### src/rtl/branch_pkg.sv
// Shared branch-resolution types: result encodings and direction-counter reset value.
package branch_pkg;

    typedef enum logic [1:0] {
        BR_WRONG_TGT = 2'b00,
        BR_CORRECT   = 2'b01,
        BR_RET_PC4   = 2'b10,
        BR_TAKE_ALU  = 2'b11
    } br_result_e;

    // Weakly-not-taken: one below the taken threshold, or 0 for single-bit counters.
    function automatic int unsigned cnt_reset_val(input int unsigned cnt_width);
        return (cnt_width <= 1) ? 32'd0 : (32'd1 << (cnt_width - 1)) - 32'd1;
    endfunction

endpackage

### src/rtl/branch_history_table.sv
// Array of saturating direction counters with a combinational read port and one update port.
module branch_history_table
    import branch_pkg::*;
#(
    parameter int unsigned BHT_DEPTH = 64,
    parameter int unsigned CNT_WIDTH = 2,
    parameter int unsigned IDX       = 6
) (
    input  logic                 clk,
    input  logic                 rst_n,
    input  logic [IDX-1:0]       rd_idx,
    output logic [CNT_WIDTH-1:0] rd_cnt,
    input  logic                 upd_en,
    input  logic [IDX-1:0]       upd_idx,
    input  logic                 upd_taken
);

    localparam logic [CNT_WIDTH-1:0] CntMax = '1;
    localparam logic [CNT_WIDTH-1:0] CntRst = CNT_WIDTH'(cnt_reset_val(CNT_WIDTH));

    logic [CNT_WIDTH-1:0] cnt_q [BHT_DEPTH];
    logic [CNT_WIDTH-1:0] upd_cur;
    logic [CNT_WIDTH-1:0] upd_next;

    // Read sees the registered value, so a same-cycle update is not visible yet.
    assign rd_cnt  = cnt_q[rd_idx];
    assign upd_cur = cnt_q[upd_idx];

    always_comb begin
        upd_next = upd_cur;
        if (upd_taken) begin
            if (upd_cur != CntMax) upd_next = upd_cur + CNT_WIDTH'(1);
        end else begin
            if (upd_cur != '0) upd_next = upd_cur - CNT_WIDTH'(1);
        end
    end

    always_ff @(posedge clk or negedge rst_n) begin
        if (!rst_n) begin
            for (int unsigned i = 0; i < BHT_DEPTH; i++) cnt_q[i] <= CntRst;
        end else if (upd_en) begin
            cnt_q[upd_idx] <= upd_next;
        end
    end

endmodule

### src/rtl/branch_resolve_unit.sv
// EX/MEM branch resolution: classifies against prediction, flushes/redirects, trains the BHT.
// Perf counters are built only when BRU_PERF_CNT_EN is defined.
module branch_resolve_unit
    import branch_pkg::*;
#(
    parameter int unsigned WIDTH_DATA_LENGTH = 32,
    parameter int unsigned BHT_DEPTH         = 64,
    parameter int unsigned CNT_WIDTH         = 2,
    parameter int unsigned PERF_WIDTH        = 32
) (
    input  logic                         clk,
    input  logic                         rst_n,
    input  logic                         Resolve_Valid,
    input  logic                         Predicted,
    input  logic                         Execute,
    input  logic [WIDTH_DATA_LENGTH-1:0] PC_Pre,
    input  logic [WIDTH_DATA_LENGTH-1:0] PC_ALU,
    input  logic [WIDTH_DATA_LENGTH-1:0] PC_Branch,
    input  logic [WIDTH_DATA_LENGTH-1:0] PC_Plus4,
    input  logic [WIDTH_DATA_LENGTH-1:0] Lookup_PC,
    output logic                         Lookup_Taken,
    output logic                         Result_Valid,
    output logic [1:0]                   Result,
    output logic                         Flush,
    output logic [WIDTH_DATA_LENGTH-1:0] Redirect_PC,
    input  logic                         Perf_Clear,
    output logic [PERF_WIDTH-1:0]        Branch_Count,
    output logic [PERF_WIDTH-1:0]        Mispredict_Count
);

    localparam int unsigned IDX = $clog2(BHT_DEPTH);

    logic                         accept;
    logic                         mispredict;
    br_result_e                   result_d, result_q;
    logic [WIDTH_DATA_LENGTH-1:0] target_d;
    logic                         valid_q, flush_q;
    logic [WIDTH_DATA_LENGTH-1:0] redirect_q;
    logic [CNT_WIDTH-1:0]         lookup_cnt;
    logic                         pc_unused;

    // The resolve arriving alongside a flush is on the wrong path.
    assign accept     = Resolve_Valid && !flush_q;
    assign mispredict = (result_d != BR_CORRECT);

    always_comb begin
        result_d = BR_CORRECT;
        target_d = PC_Plus4;
        unique case ({Execute, Predicted})
            2'b00: begin result_d = BR_CORRECT;  target_d = PC_Plus4; end
            2'b01: begin result_d = BR_RET_PC4;  target_d = PC_Plus4; end
            2'b10: begin result_d = BR_TAKE_ALU; target_d = PC_ALU;   end
            2'b11: begin
                result_d = (PC_Pre == PC_ALU) ? BR_CORRECT : BR_WRONG_TGT;
                target_d = PC_ALU;
            end
        endcase
    end

    always_ff @(posedge clk or negedge rst_n) begin
        if (!rst_n) begin
            valid_q    <= 1'b0;
            result_q   <= BR_CORRECT;
            flush_q    <= 1'b0;
            redirect_q <= '0;
        end else begin
            valid_q <= accept;
            flush_q <= accept && mispredict;
            if (accept) result_q <= result_d;
            if (accept && mispredict) redirect_q <= target_d;
        end
    end

    assign Result_Valid = valid_q;
    assign Result       = result_q;
    assign Flush        = flush_q;
    assign Redirect_PC  = redirect_q;

    branch_history_table #(
        .BHT_DEPTH (BHT_DEPTH),
        .CNT_WIDTH (CNT_WIDTH),
        .IDX       (IDX)
    ) u_bht (
        .clk       (clk),
        .rst_n     (rst_n),
        .rd_idx    (Lookup_PC[IDX+1:2]),
        .rd_cnt    (lookup_cnt),
        .upd_en    (accept),
        .upd_idx   (PC_Branch[IDX+1:2]),
        .upd_taken (Execute)
    );

    assign Lookup_Taken = lookup_cnt[CNT_WIDTH-1];
    assign pc_unused    = ^{Lookup_PC, PC_Branch};

`ifdef BRU_PERF_CNT_EN
    logic [PERF_WIDTH-1:0] branch_cnt_q, mispredict_cnt_q;

    always_ff @(posedge clk or negedge rst_n) begin
        if (!rst_n) begin
            branch_cnt_q     <= '0;
            mispredict_cnt_q <= '0;
        end else if (Perf_Clear) begin
            branch_cnt_q     <= '0;
            mispredict_cnt_q <= '0;
        end else begin
            if (accept && branch_cnt_q != '1) branch_cnt_q <= branch_cnt_q + PERF_WIDTH'(1);
            if (accept && mispredict && mispredict_cnt_q != '1) begin
                mispredict_cnt_q <= mispredict_cnt_q + PERF_WIDTH'(1);
            end
        end
    end

    assign Branch_Count     = branch_cnt_q;
    assign Mispredict_Count = mispredict_cnt_q;
`else
    logic perf_unused;
    assign perf_unused      = Perf_Clear;
    assign Branch_Count     = '0;
    assign Mispredict_Count = '0;
`endif

endmodule
### config.mk
export PLATFORM = sky130hd
export DESIGN_NAME = branch_resolve_unit
export DESIGN_NICKNAME = d
export VERILOG_FILES = /design/src/rtl/branch_pkg.sv /design/src/rtl/branch_history_table.sv /design/src/rtl/branch_resolve_unit.sv
export SDC_FILE = /design/constraint.sdc
export NUM_CORES = 1
export LEC_CHECK = 0
export BUFFER_PORTS_ARGS = -buffer_cell sky130_fd_sc_hd__buf_2
export CORE_MARGIN = 2
export CORE_UTILIZATION = 45
export DETAILED_ROUTE_END_ITERATION = 6
export HOLD_SLACK_MARGIN = 0.1
export PLACE_DENSITY = 0.71
export SLEW_MARGIN = 10
export SYNTH_ARGS = -nofsm -noshare
export SYNTH_HDL_FRONTEND = slang
export SYNTH_SLANG_ARGS = --single-unit
export TNS_END_PERCENT = 1
### constraint.sdc
create_clock -name clk -period 4.38 [get_ports clk]
set_input_delay 0.657 -clock clk [delete_from_list [all_inputs] [get_ports clk]]
set_output_delay 0.657 -clock clk [all_outputs]
set_load 0.02 [all_outputs]
# ---- Yosys cells after proc, flatten, opt, wreduce, memory -nomap -nowiden
# Cells that the tools add are included.
dict set report word_totals {
  register_bits 164
  input_bits 166
  output_inout_bits 101
  wordCells 104
}
dict set report op_classes {
  n_addsub 2
  order_cmp 3
  n_eq_ne 6
  muxes 15
  n_bitwise 2
  n_reduce_logical 8
}
# cell count
set ops {}
lappend ops {{bitwise mux 128 bit} 1}
lappend ops {{case mux 32 bit (2 select lines)} 1}
lappend ops {{== test 32 bit} 1}
lappend ops {{binary-select mux 2 bit (select 6 bit)} 2}
lappend ops {{two-way mux 2 bit} 8}
lappend ops {{greater-or-equal comparator 7 bit, second input constant} 2}
lappend ops {{inverter 6 -> 7 bit} 2}
lappend ops {{demux 2 bit (select 6 bit)} 1}
lappend ops {{case mux 2 bit (4 select lines)} 1}
lappend ops {{less-than comparator 7 x 1 -> 1 bit, second input constant} 1}
lappend ops {{== test 2 bit, second input constant} 2}
lappend ops {{OR reduction 2 bit} 2}
lappend ops {{logical AND 1 bit} 3}
lappend ops {{adder 2 x 1 -> 2 bit, second input constant} 1}
lappend ops {{== test 2 x 1 -> 1 bit, second input constant} 1}
lappend ops {{logical NOT 2 bit} 1}
lappend ops {{!= test 2 x 1 -> 1 bit, second input constant} 1}
lappend ops {{!= test 2 bit, second input constant} 1}
lappend ops {{nonzero test 2 bit} 1}
lappend ops {{subtractor 2 x 1 -> 2 bit, second input constant} 1}
lappend ops {{logical NOT 1 bit} 1}
lappend ops {{two-way mux 1 bit} 1}

# ---- Depth between registers and ports, before layout
# Gate-level depths: netlist of run 1.
dict set report logic_depth {
  ltp_word 8
  mapped_depth 11
}

# ---- Modules after synthesis
# From an unflattened synthesis of run 1, not the netlist that was laid out.
dict set report unflattened {
  hier_cells 1129
  area_unflattened_um2 10887.9
}
# module instances cells_per_inst area_per_inst_um2 seq_area_each_um2
set modules_own_cells {}
lappend modules_own_cells {branch_history_table 1 674 7358.3 3283.1}
lappend modules_own_cells {branch_resolve_unit 1 455 3529.6 902.1}

# ---- Least setup slack after synthesis of run 1
# No wires, ideal clock.
dict set report synth_path {
  path_type {input-to-output}
  start {input Lookup_PC[2]}
  end {output Lookup_Taken}
  arrival_ps 3138
  required_time_ps 3723
  path_slack_ps 585
  cell_stages 5
  path_buffers 2
  cell_sequence {clkbuf_1 -> buf_1 -> mux4_2 -> mux4_2 -> mux4_2}
}
dict set report synth_between {
  elab_chain_cells 4
}
# element line
set synth_lines {}
lappend synth_lines {{start, declared} branch_resolve_unit.sv:20} ;# input logic [WIDTH_DATA_LENGTH-1:0] Lookup_PC,
lappend synth_lines {{inverter 6 -> 7 bit (implied by the code)} branch_history_table.sv:26} ;# assign rd_cnt = cnt_q[rd_idx];
lappend synth_lines {{binary-select mux 2 bit (select 6 bit)} branch_history_table.sv:26}
lappend synth_lines {{two-way mux 2 bit (implied by the code) (2 in a row)} branch_history_table.sv:26}
lappend synth_lines {{end, declared} branch_resolve_unit.sv:21} ;# output logic Lookup_Taken,
# No other way between the ends. The select of a mux whose other input is x is not followed.

# ---- Final worst setup path of run 1
# Ends and elaborated chain as after synthesis.

==> results of run 1 <==
==> area by class of cell <==
class | count | area (sq um) | area share
clock inverters | 14 | 174 | 0.0161
flip-flops and latches | 164 | 4190 | 0.388
well taps | 270 | 338 | 0.0313
multi-input cells | 665 | 4670 | 0.433
inverters | 7 | 26.3 | 0.00244
clock buffers | 18 | 439 | 0.0407
repair buffers | 173 | 957 | 0.0887
==> where the power goes <==
group / leakage (nW) / internal, mW / switching [mW]
Sequential: 1.97 / 1.81 / 0.137
Combinational: 2.38 / 0.418 / 0.615
Clock: 0.290 / 0.919 / 0.647
==> worst reg2reg max path: cells and delay by family, from the launching register on <==
kind                       cells  cell delay, ns
AOI/OAI and AO/OA              2            0.47
muxes                          2            0.76
and+or+nand+nor                2            0.67
DFF                            1            0.37
buffers and inverters          1            0.22
adders and majority gates      1            0.47
==> cells by family after synthesis <==
logic type	count (synthesis)	synth area share
simple gates	264	0.120
compound gates	182	0.135
flops	164	0.448
mux	118	0.180
buf+inv	116	0.0806
xor+xnor	32	0.0300
fa+ha+maj	5	0.00656
other cells	1	0.000401
==> through the flow <==
step | utilization | std cells | power, mW
after global routing | 0.531 | 1311 | 4.74
after floorplan | - | 945 | 2.68
after global placement | 0.501 | 1279 | 2.98
after detailed placement | 0.501 | 1279 | 3.00
after CTS | 0.531 | 1311 | 4.58
final | 0.531 | 1311 | 4.54
==> Yosys cell counts, types with 4 or more instances <==
library cell / instances / area [sq um]
sky130_fd_sc_hd__nand2_1: 205 / 769
sky130_fd_sc_hd__dfrtp_1: 99 / 2480
sky130_fd_sc_hd__mux2_2: 79 / 890
sky130_fd_sc_hd__o21ai_0: 68 / 340
sky130_fd_sc_hd__buf_4: 65 / 488
sky130_fd_sc_hd__dfstp_2: 65 / 1710
sky130_fd_sc_hd__o21ai_2: 53 / 464
sky130_fd_sc_hd__mux4_2: 31 / 698
sky130_fd_sc_hd__xor2_1: 28 / 245
sky130_fd_sc_hd__a22oi_1: 13 / 97.6
sky130_fd_sc_hd__clkbuf_1: 13 / 48.8
sky130_fd_sc_hd__buf_1: 12 / 45.0
sky130_fd_sc_hd__nor2_1: 11 / 41.3
sky130_fd_sc_hd__buf_2: 9 / 45.0
sky130_fd_sc_hd__o21ai_1: 9 / 45.0
sky130_fd_sc_hd__a221oi_1: 8 / 70.1
sky130_fd_sc_hd__buf_6: 8 / 90.1
sky130_fd_sc_hd__nor4_1: 8 / 50.1
sky130_fd_sc_hd__inv_1: 7 / 26.3
sky130_fd_sc_hd__mux2i_1: 7 / 70.1
sky130_fd_sc_hd__nand3_1: 7 / 35.0
sky130_fd_sc_hd__nor3_1: 7 / 35.0
sky130_fd_sc_hd__a21oi_1: 4 / 20.0
sky130_fd_sc_hd__and3_1: 4 / 25.0
sky130_fd_sc_hd__nor2b_1: 4 / 25.0
sky130_fd_sc_hd__xnor2_1: 4 / 35.0
==> worst max-delay path by stage <==
stage	to	from	cells past startpoint	slack, ns
finish	Lookup_Taken	Lookup_PC[2]	5	0.78
detailed placement	u_bht.cnt_q[15]	PC_Branch[2]	10	0.57
global route	Lookup_Taken	Lookup_PC[2]	5	0.70
CTS	Lookup_Taken	Lookup_PC[2]	5	0.77
global placement	u_bht.cnt_q[36]	PC_Branch[2]	10	0.62
floorplan	Lookup_Taken	Lookup_PC[2]	5	0.58
==> registers in the layout (all words and copies together) (netlist names) <==
signal,cells
Redirect_PC,32
Result,2
Result_Valid,1
Flush,1
u_bht.cnt_q,128
==> placed cells by master, fill, tap and decap left out, types with 4 or more instances in the layout <==
cell type,synthesis,layout
sky130_fd_sc_hd__nor2b_1,4,4
sky130_fd_sc_hd__inv_6,0,5
sky130_fd_sc_hd__dfstp_2,65,65
sky130_fd_sc_hd__mux2_2,79,79
sky130_fd_sc_hd__o21ai_1,9,9
sky130_fd_sc_hd__xor2_1,28,28
sky130_fd_sc_hd__a22oi_1,13,13
sky130_fd_sc_hd__clkbuf_16,0,17
sky130_fd_sc_hd__nor2_1,11,10
sky130_fd_sc_hd__nor4_1,8,8
sky130_fd_sc_hd__buf_2,9,148
sky130_fd_sc_hd__o21ai_2,53,53
sky130_fd_sc_hd__nand2_1,205,205
sky130_fd_sc_hd__mux4_2,31,31
sky130_fd_sc_hd__inv_1,7,7
sky130_fd_sc_hd__clkinvlp_4,0,4
sky130_fd_sc_hd__nor3_2,0,4
sky130_fd_sc_hd__xnor2_1,4,4
sky130_fd_sc_hd__and3_1,4,4
sky130_fd_sc_hd__dfrtp_1,99,99
sky130_fd_sc_hd__a221oi_1,8,8
sky130_fd_sc_hd__mux2i_1,7,7
sky130_fd_sc_hd__conb_1,1,64
sky130_fd_sc_hd__buf_4,65,22
sky130_fd_sc_hd__o21ai_0,68,68
sky130_fd_sc_hd__a21oi_1,4,4
sky130_fd_sc_hd__nand3_1,7,7
==> layer usage <==
metal / vias to the layer above / track usage / part of all wire
li1: 3307 / - / -
met1: 3437 / 0.299 / 0.41
met2: 340 / 0.382 / 0.49
met3: 44 / 0.0503 / 0.076
met4: 0 / 0.0752 / 0.024
met5: - / 0 / 0
==> metrics.txt, run 1 <==
count of antenna diodes in the layout 0; final count of hold timing violations 0; number of hold-repair buffers added at the cts stage 0; Overall Global Routing Usage 0.229; Register-to-Register Path Depth 8; number of buffers between clock root and the deepest sink 2; predominant post-synthesis flop cell sky130_fd_sc_hd__dfrtp_1; final hold slack 0.344 ns; relative slew slack 0.314; Reg-to-Reg Start u_bht.cnt_q[112]; global route total overflow 0; pwr dens 421 nW/um^2; Avg WL per Cell 18.5 um; final instance area 10800 sq um; crit path launch type input pin; chip height 148 um; level count of the clock H-tree 4; f_max 278 MHz; netlist area before placement 9350 sq um; Synth-to-Final Area Change 15.4%; outcome finished, final reports clean; cell repeated most along the worst path sky130_fd_sc_hd__mux4_2; max incr delay on CP 0.64 ns; Worst Setup Slack post-DPL 0.571 ns; signal arrival time at the worst endpoint 2.94 ns; total of cells resized after clock tree synthesis 0; number of antenna violations at the first check in global routing 0; Crit Path Class input pin to output pin; worst clock skew 0.0105 ns; total wirelength of the detailed-routed design 24300 um; via count of the first global-routing pass 7069; maximum number of pins on one net before global-route repair 110; worst path required time 3.72 ns; total cell area at the placement stage 10200 sq um; Post-Syn Instances 882; number of sinks handled by clock tree synthesis 164; Peak supply drop 0.000230 V; Die ar. 21900 sq um; end of the worst register-to-register path u_bht.cnt_q[52]; CTS buffer count 17; RSZ-0062 raised after global routing false; wire length of the first global-routing pass 38600 um; Post-CTS Setup Inserts 0; Min-Delay Path Class input pin to asynchronous set/reset pin; die span in x 148 um; DR vias 7128; number of buffer and inverter stages on the critical path 2; routability cong. 0.870; Final Net Count 1197; number of synthesized register bits 164; top-level port count 267; share of the yosys chip area belonging to registers 0.448; max-cap check violation count 0; DRC Markers 0; Skew-Pair Late Insertion Delay 0.43 ns; fillers 1768; minimum clock period after layout 3.60 ns; final number of max-transition violations 0; clock-pin slew on the worst setup and hold paths 0.07 ns; placed wire-length estimate after detailed placement 17500 um; Critical-path top delay cell sky130_fd_sc_hd__mux4_2; Floorplan Core Area 20300 sq um; port buffer count 149; category of cells accounting for the largest share of critical-path delay multiplexers; final clock period utilization by the worst path 0.822; first drt pass iteration count 5; post-route ant nets 0; share of synthesized flip-flops with an asynchronous set or reset 1.00; Worst Setup End Kind output pin; number of setup violations in the final report 0; initial core utilization 0.460; sequence of cells on the critical path buf_2 > mux4_2 > mux4_2 > mux4_2 > buf_2; First DRT Iteration DRCs 470; via-per-instance ratio 5.44; number of enable flip-flop cells after synthesis 0; Worst Slack Setup Final 0.780 ns; Worst Max-Slew Pin Slew 1.03 ns; TritonCTS clock tree yes; fraction of final layout cells with drive strength greater than 1 0.423; register-to-register setup slack 1.33 ns; static leakage 4.63 nW; CP max FO 16; number of distinct standard cells referenced by the synthesized netlist 59; average footprint of a synthesized cell 10.6 sq um; Clock Tree Root sky130_fd_sc_hd__clkbuf_16; sum of negative setup slack 0 ns; Synth warnings 0; number of cell rows 52
Power figures use the tool's default switching activity.
==> run 2, diff against run 1 <==
PLACE_DENSITY = 0.73   (was 0.71)
clock period = 3.2 ns   (was 4.38 ns; I/O delays follow)
==> run 2 against run 1 <==
Clock skew shrank 0.00054 ns. Worst setup slack got worse by 0.61 ns. Wire length increased by 6.3%. Via count grew 3.6%. Largest power group unchanged. Highest routed layer unchanged.
==> metrics.txt, run 2 (synthesis gave the netlist of run 1 again) <==
Synth-to-Final Area Change 18.4%; switch share 0.324; Overall Global Routing Usage 0.242; top-level port count 267; final hold slack 0.392 ns; most frequent cells in the layout sky130_fd_sc_hd__nand2_1, sky130_fd_sc_hd__buf_2, sky130_fd_sc_hd__dfrtp_1; max incr delay on CP 0.45 ns; most common cell after layout, fill and taps aside sky130_fd_sc_hd__nand2_1; sequence of cells on the critical path buf_2 > mux4_2 > mux2_2 > a22oi_1 > and3_1 > or4b_1 > maj3_4 > buf_12 > o21ai_0; maximum number of pins on one net before global-route repair 72; post-route ant nets 0; pwr dens 562 nW/um^2; first drt pass iteration count 5; TritonCTS clock tree yes; Floorplan Core Area 20300 sq um; DR vias 7383; final count of hold timing violations 0; minimum clock period after layout 3.03 ns; First DRT Iteration DRCs 535; worst clock skew 0.00997 ns; share of power burned in the clock network 0.334; Min-Delay Path Class input pin to register; number of buffers between clock root and the deepest sink 2; via-per-instance ratio 5.49; Die ar. 21900 sq um; count of antenna diodes in the layout 0; static leakage 4.82 nW; placed wire-length estimate after detailed placement 18700 um; number of antenna violations at the first check in global routing 0; net load switching power 2.02 mW; Skew-Pair Late Insertion Delay 0.44 ns; via count of the first global-routing pass 7380; max-cap check violation count 0; wire length of the first global-routing pass 40700 um; total cell area at the placement stage 10500 sq um; flip-flop count of the largest register, all copies and words added 128; RSZ-0062 raised after global routing false; proportion of power drawn by flip-flops and latches 0.428; Final Net Count 1232; Worst Max-Slew Pin Slew 0.736 ns; combinational power share 0.238; final instance area 11100 sq um; port buffer count 149; crit path launch type input pin; register ranked first by flip-flop count u_bht.cnt_q; relative slew slack 0.508; outcome finished, final reports clean; number of setup violations in the final report 0; fillers 1769; global route total overflow 0; Worst Setup End Kind register; Crit Path Class input pin to register; sum of negative setup slack 0 ns; Finished Core Util 0.545; Peak supply drop 0.000383 V; routability cong. 0.905; f_max 330 MHz; final number of max-transition violations 0; Int Pwr 4.20 mW; total wirelength of the detailed-routed design 25800 um; clock-pin slew on the worst setup and hold paths 0.07 ns; chip height 148 um; total power of the final layout 6.22 mW; Critical-path top delay cell sky130_fd_sc_hd__or4b_1; DRC Markers 0; number of sinks handled by clock tree synthesis 164; signal arrival time at the worst endpoint 3.39 ns; fraction of final layout cells with drive strength greater than 1 0.437; CTS buffer count 17; number of cell rows 52; level count of the clock H-tree 4; final clock period utilization by the worst path 0.946; Clock Tree Root sky130_fd_sc_hd__clkbuf_16; die span in x 148 um; CP max FO 19; Avg WL per Cell 19.2 um; worst path required time 3.56 ns; initial core utilization 0.460
==> run 2: cell types whose count changed in the layout (fill, tap and decap cells not counted), moves of 4 or more <==
cell | previous run | this run
sky130_fd_sc_hd__buf_4 | 22 | 52
sky130_fd_sc_hd__nor3_2 | 4 | 0
sky130_fd_sc_hd__buf_12 | 2 | 6
sky130_fd_sc_hd__inv_8 | 0 | 4
sky130_fd_sc_hd__nor3_1 | 3 | 7
==> run 2: final cells by class <==
cell class | count | area (sq um) | area share
tap | 270 | 338 | 0.0305
clock inverter | 15 | 166 | 0.0150
timing repair buffer | 208 | 1270 | 0.115
multi-input combinational | 665 | 4650 | 0.420
sequential | 164 | 4190 | 0.378
clock buffer | 17 | 425 | 0.0384
inverter | 7 | 26.3 | 0.00237
==> run 2: power by group through the flow <==
| stage | Sequential (mW) | Clock (mW) | Combinational, mW |
|---|---|---|---|
| 2_1_floorplan | 2.80 | 0 | 0.863 |
| 3_3_place_gp | 2.68 | 0 | 1.45 |
| 3_5_place_dp | 2.68 | 0 | 1.48 |
| 4_1_cts | 2.66 | 2.11 | 1.49 |
| 5_1_grt | 2.70 | 2.19 | 1.60 |
| 6_report | 2.66 | 2.08 | 1.48 |
==> run 2: final timing paths <==
path / to / slack, ns / cells after the start / startpoint
hold / removal: Redirect_PC[2] / 0.39 / 3 / PC_Plus4[2]
setup reg to reg: u_bht.cnt_q[20] / 0.21 / 8 / u_bht.cnt_q[114]
max in group asynchronous: u_bht.cnt_q[76] / 1.69 / 3 / rst_n
min in group asynchronous: u_bht.cnt_q[89] / 0.62 / 2 / rst_n
hold reg to reg: u_bht.cnt_q[48] / 0.47 / 2 / u_bht.cnt_q[48]
setup / recovery: u_bht.cnt_q[20] / 0.17 / 9 / PC_Branch[4]
==> run 2: layer usage <==
metal,vias up,share of wire,track usage
met5,-,0,0
met4,0,0.021,0.0757
met3,45,0.076,0.0509
met2,382,0.50,0.410
met1,3583,0.40,0.312
li1,3373,-,-
==> run 2: critical path: cells and delay by family <==
kind | cells | cell delay (ns)
AND/OR/NAND/NOR | 2 | 0.69
multiplexers | 2 | 0.68
buffers and inverters | 2 | 0.61
AO/OA/AOI/OAI | 2 | 0.48
adder cells (fa/ha/maj) | 1 | 0.43
==> run 2: what timing repair did <==
action / in CTS / in global routing
hold buffers: 1 / 0
resized for setup: 0 / 1
setup endpoints to repair: 0 / 7
endpoints found under the hold margin: 36 / 0
setup buffers: 0 / 0
==> run 2: per-stage QoR <==
step                      worst slack, ns  cells
after floorplan                   0.00374    945
after global placement             -0.302   1313
after detailed placement           -0.364   1313
after CTS                          0.0661   1346
after global routing               0.0229   1346
final                               0.174   1346
==> run 3, diff against run 2 <==
REMOVE_ABC_BUFFERS = 1   (was default)
==> run 3 against run 2 <==
Combinational power is essentially flat. Clock power down 4%. Worst hold slack improved by 0.0028 ns. Critical path type unchanged.
==> metrics.txt, run 3 (synthesis gave the netlist of run 1 again) <==
Synth-to-Final Area Change 18.8%; RSZ-0062 raised after global routing false; Worst Slack Setup Final 0.136 ns; worst path required time 3.56 ns; DR vias 7253; final hold slack 0.395 ns; net load switching power 1.99 mW; proportion of power drawn by flip-flops and latches 0.434; Floorplan Core Area 20300 sq um; Skew-Pair Late Insertion Delay 0.44 ns; Register-to-Register Path Depth 8; chip height 148 um; register ranked first by flip-flop count u_bht.cnt_q; multi-input gate area in the final layout 4650 sq um; Reg-to-Reg Start u_bht.cnt_q[72]; global route total overflow 0; wire length of the first global-routing pass 39100 um; number of antenna violations at the first check in global routing 0; die span in x 148 um; sequential cell area in the final layout 4190 sq um; combinational power share 0.239; placed wire-length estimate after detailed placement 17900 um; fillers 1751; total power of the final layout 6.13 mW; number of sinks handled by clock tree synthesis 164; Worst Max-Slew Pin Slew 0.662 ns; number of cell rows 52; Die ar. 21900 sq um; routability cong. 0.895; Worst Setup End Kind register; static leakage 4.85 nW; count of antenna diodes in the layout 0; TritonCTS clock tree yes; most frequent cells in the layout sky130_fd_sc_hd__nand2_1, sky130_fd_sc_hd__buf_2, sky130_fd_sc_hd__dfrtp_1; minimum clock period after layout 3.06 ns; total wirelength of the detailed-routed design 24200 um; worst clock skew 0.0125 ns; number of setup violations in the final report 0; Post-Layout Cell Count 1351; CTS buffer count 17; final instance area 11100 sq um; signal arrival time at the worst endpoint 3.43 ns; Peak supply drop 0.000351 V; total cell area at the placement stage 10500 sq um; Worst Setup Slack post-DPL -0.275 ns; Worst Hold Depth 3; total of cells resized after clock tree synthesis 0; pwr dens 552 nW/um^2; start point of the worst min-delay path PC_Plus4[8]; First DRT Iteration DRCs 668; top-level port count 267; clock-pin slew on the worst setup and hold paths 0.07 ns; first drt pass iteration count 7; final clock period utilization by the worst path 0.957; maximum number of pins on one net before global-route repair 74; Int Pwr 4.14 mW; initial core utilization 0.460; max-cap check violation count 0; Clock Tree Root sky130_fd_sc_hd__clkbuf_16; level count of the clock H-tree 4; relative slew slack 0.558; Finished Core Util 0.547; Final Net Count 1237; Crit Path Class input pin to register; Avg WL per Cell 17.9 um; Overall Global Routing Usage 0.230; switch share 0.324; placed insts 1318; sum of negative setup slack 0 ns; share of power burned in the clock network 0.327; crit path launch type input pin; port buffer count 149; final count of hold timing violations 0; final number of max-transition violations 0; DRC Markers 0; outcome finished, final reports clean; fraction of final layout cells with drive strength greater than 1 0.439; via count of the first global-routing pass 7391; most common cell after layout, fill and taps aside sky130_fd_sc_hd__nand2_1; beginning of the critical path PC_Branch[2]; flip-flop count of the largest register, all copies and words added 128; via-per-instance ratio 5.37; CP max FO 18; post-route ant nets 0; f_max 326 MHz; number of buffers between clock root and the deepest sink 2; Min-Delay Path Class input pin to register
==> run 3: cell types whose count changed in the layout (fill, tap and decap cells not counted) <==
cell | before | now
sky130_fd_sc_hd__buf_4 | 52 | 56
sky130_fd_sc_hd__clkinvlp_4 | 3 | 0
sky130_fd_sc_hd__clkinv_4 | 2 | 4
sky130_fd_sc_hd__buf_12 | 6 | 7
sky130_fd_sc_hd__buf_2 | 147 | 148
sky130_fd_sc_hd__bufinv_16 | 1 | 0
sky130_fd_sc_hd__clkbuf_4 | 1 | 0
sky130_fd_sc_hd__clkinv_8 | 1 | 2
sky130_fd_sc_hd__inv_8 | 4 | 5
==> run 3: power groups by stage <==
stage                     Sequential (mW)  Clock (mW)  Combinational [mW]
after floorplan                      2.80           0               0.741
after global placement               2.67           0                1.44
after detailed placement             2.69           0                1.47
after CTS                            2.66        2.05                1.48
after global routing                 2.70        2.13                1.59
final                                2.66        2.00                1.47
==> run 3: final cells by class <==
class | count | area share
clock inverter | 15 | 0.0143
timing repair buffer | 213 | 0.119
inverter | 7 | 0.00237
sequential | 164 | 0.377
clock buffer | 17 | 0.0383
multi-input combinational | 665 | 0.419
tap | 270 | 0.0304
==> run 3: path summary, 6_finish.rpt <==
check,endpoint,slack [ns]
setup / recovery,u_bht.cnt_q[68],0.14
hold / removal,Redirect_PC[8],0.40
setup reg to reg,u_bht.cnt_q[68],0.21
hold reg to reg,u_bht.cnt_q[36],0.47
max in group asynchronous,u_bht.cnt_q[126],1.74
min in group asynchronous,u_bht.cnt_q[73],0.61
==> run 3: what timing repair did <==
item | CTS | global route
hold buffers | 1 | 0
endpoints found under the hold margin | 33 | 0
setup buffers | 0 | 0
==> run 3: critical path, cell delays in order <==
cell and delay (ns):
sky130_fd_sc_hd__buf_2 0.14, sky130_fd_sc_hd__buf_4 0.32, sky130_fd_sc_hd__mux4_2 0.57, sky130_fd_sc_hd__mux2_2 0.27, sky130_fd_sc_hd__nand2_1 0.11, sky130_fd_sc_hd__and3_1 0.21
sky130_fd_sc_hd__or4b_1 0.45, sky130_fd_sc_hd__maj3_4 0.48, sky130_fd_sc_hd__buf_12 0.21, sky130_fd_sc_hd__o21ai_2 0.15
==> run 3: per-layer routing <==
metal / wire length [um] / GRT usage
met1: 10000 / 0.301
met2: 11900 / 0.372
met3: 1550 / 0.0506
met4: 675 / 0.100
met5: 0 / 0
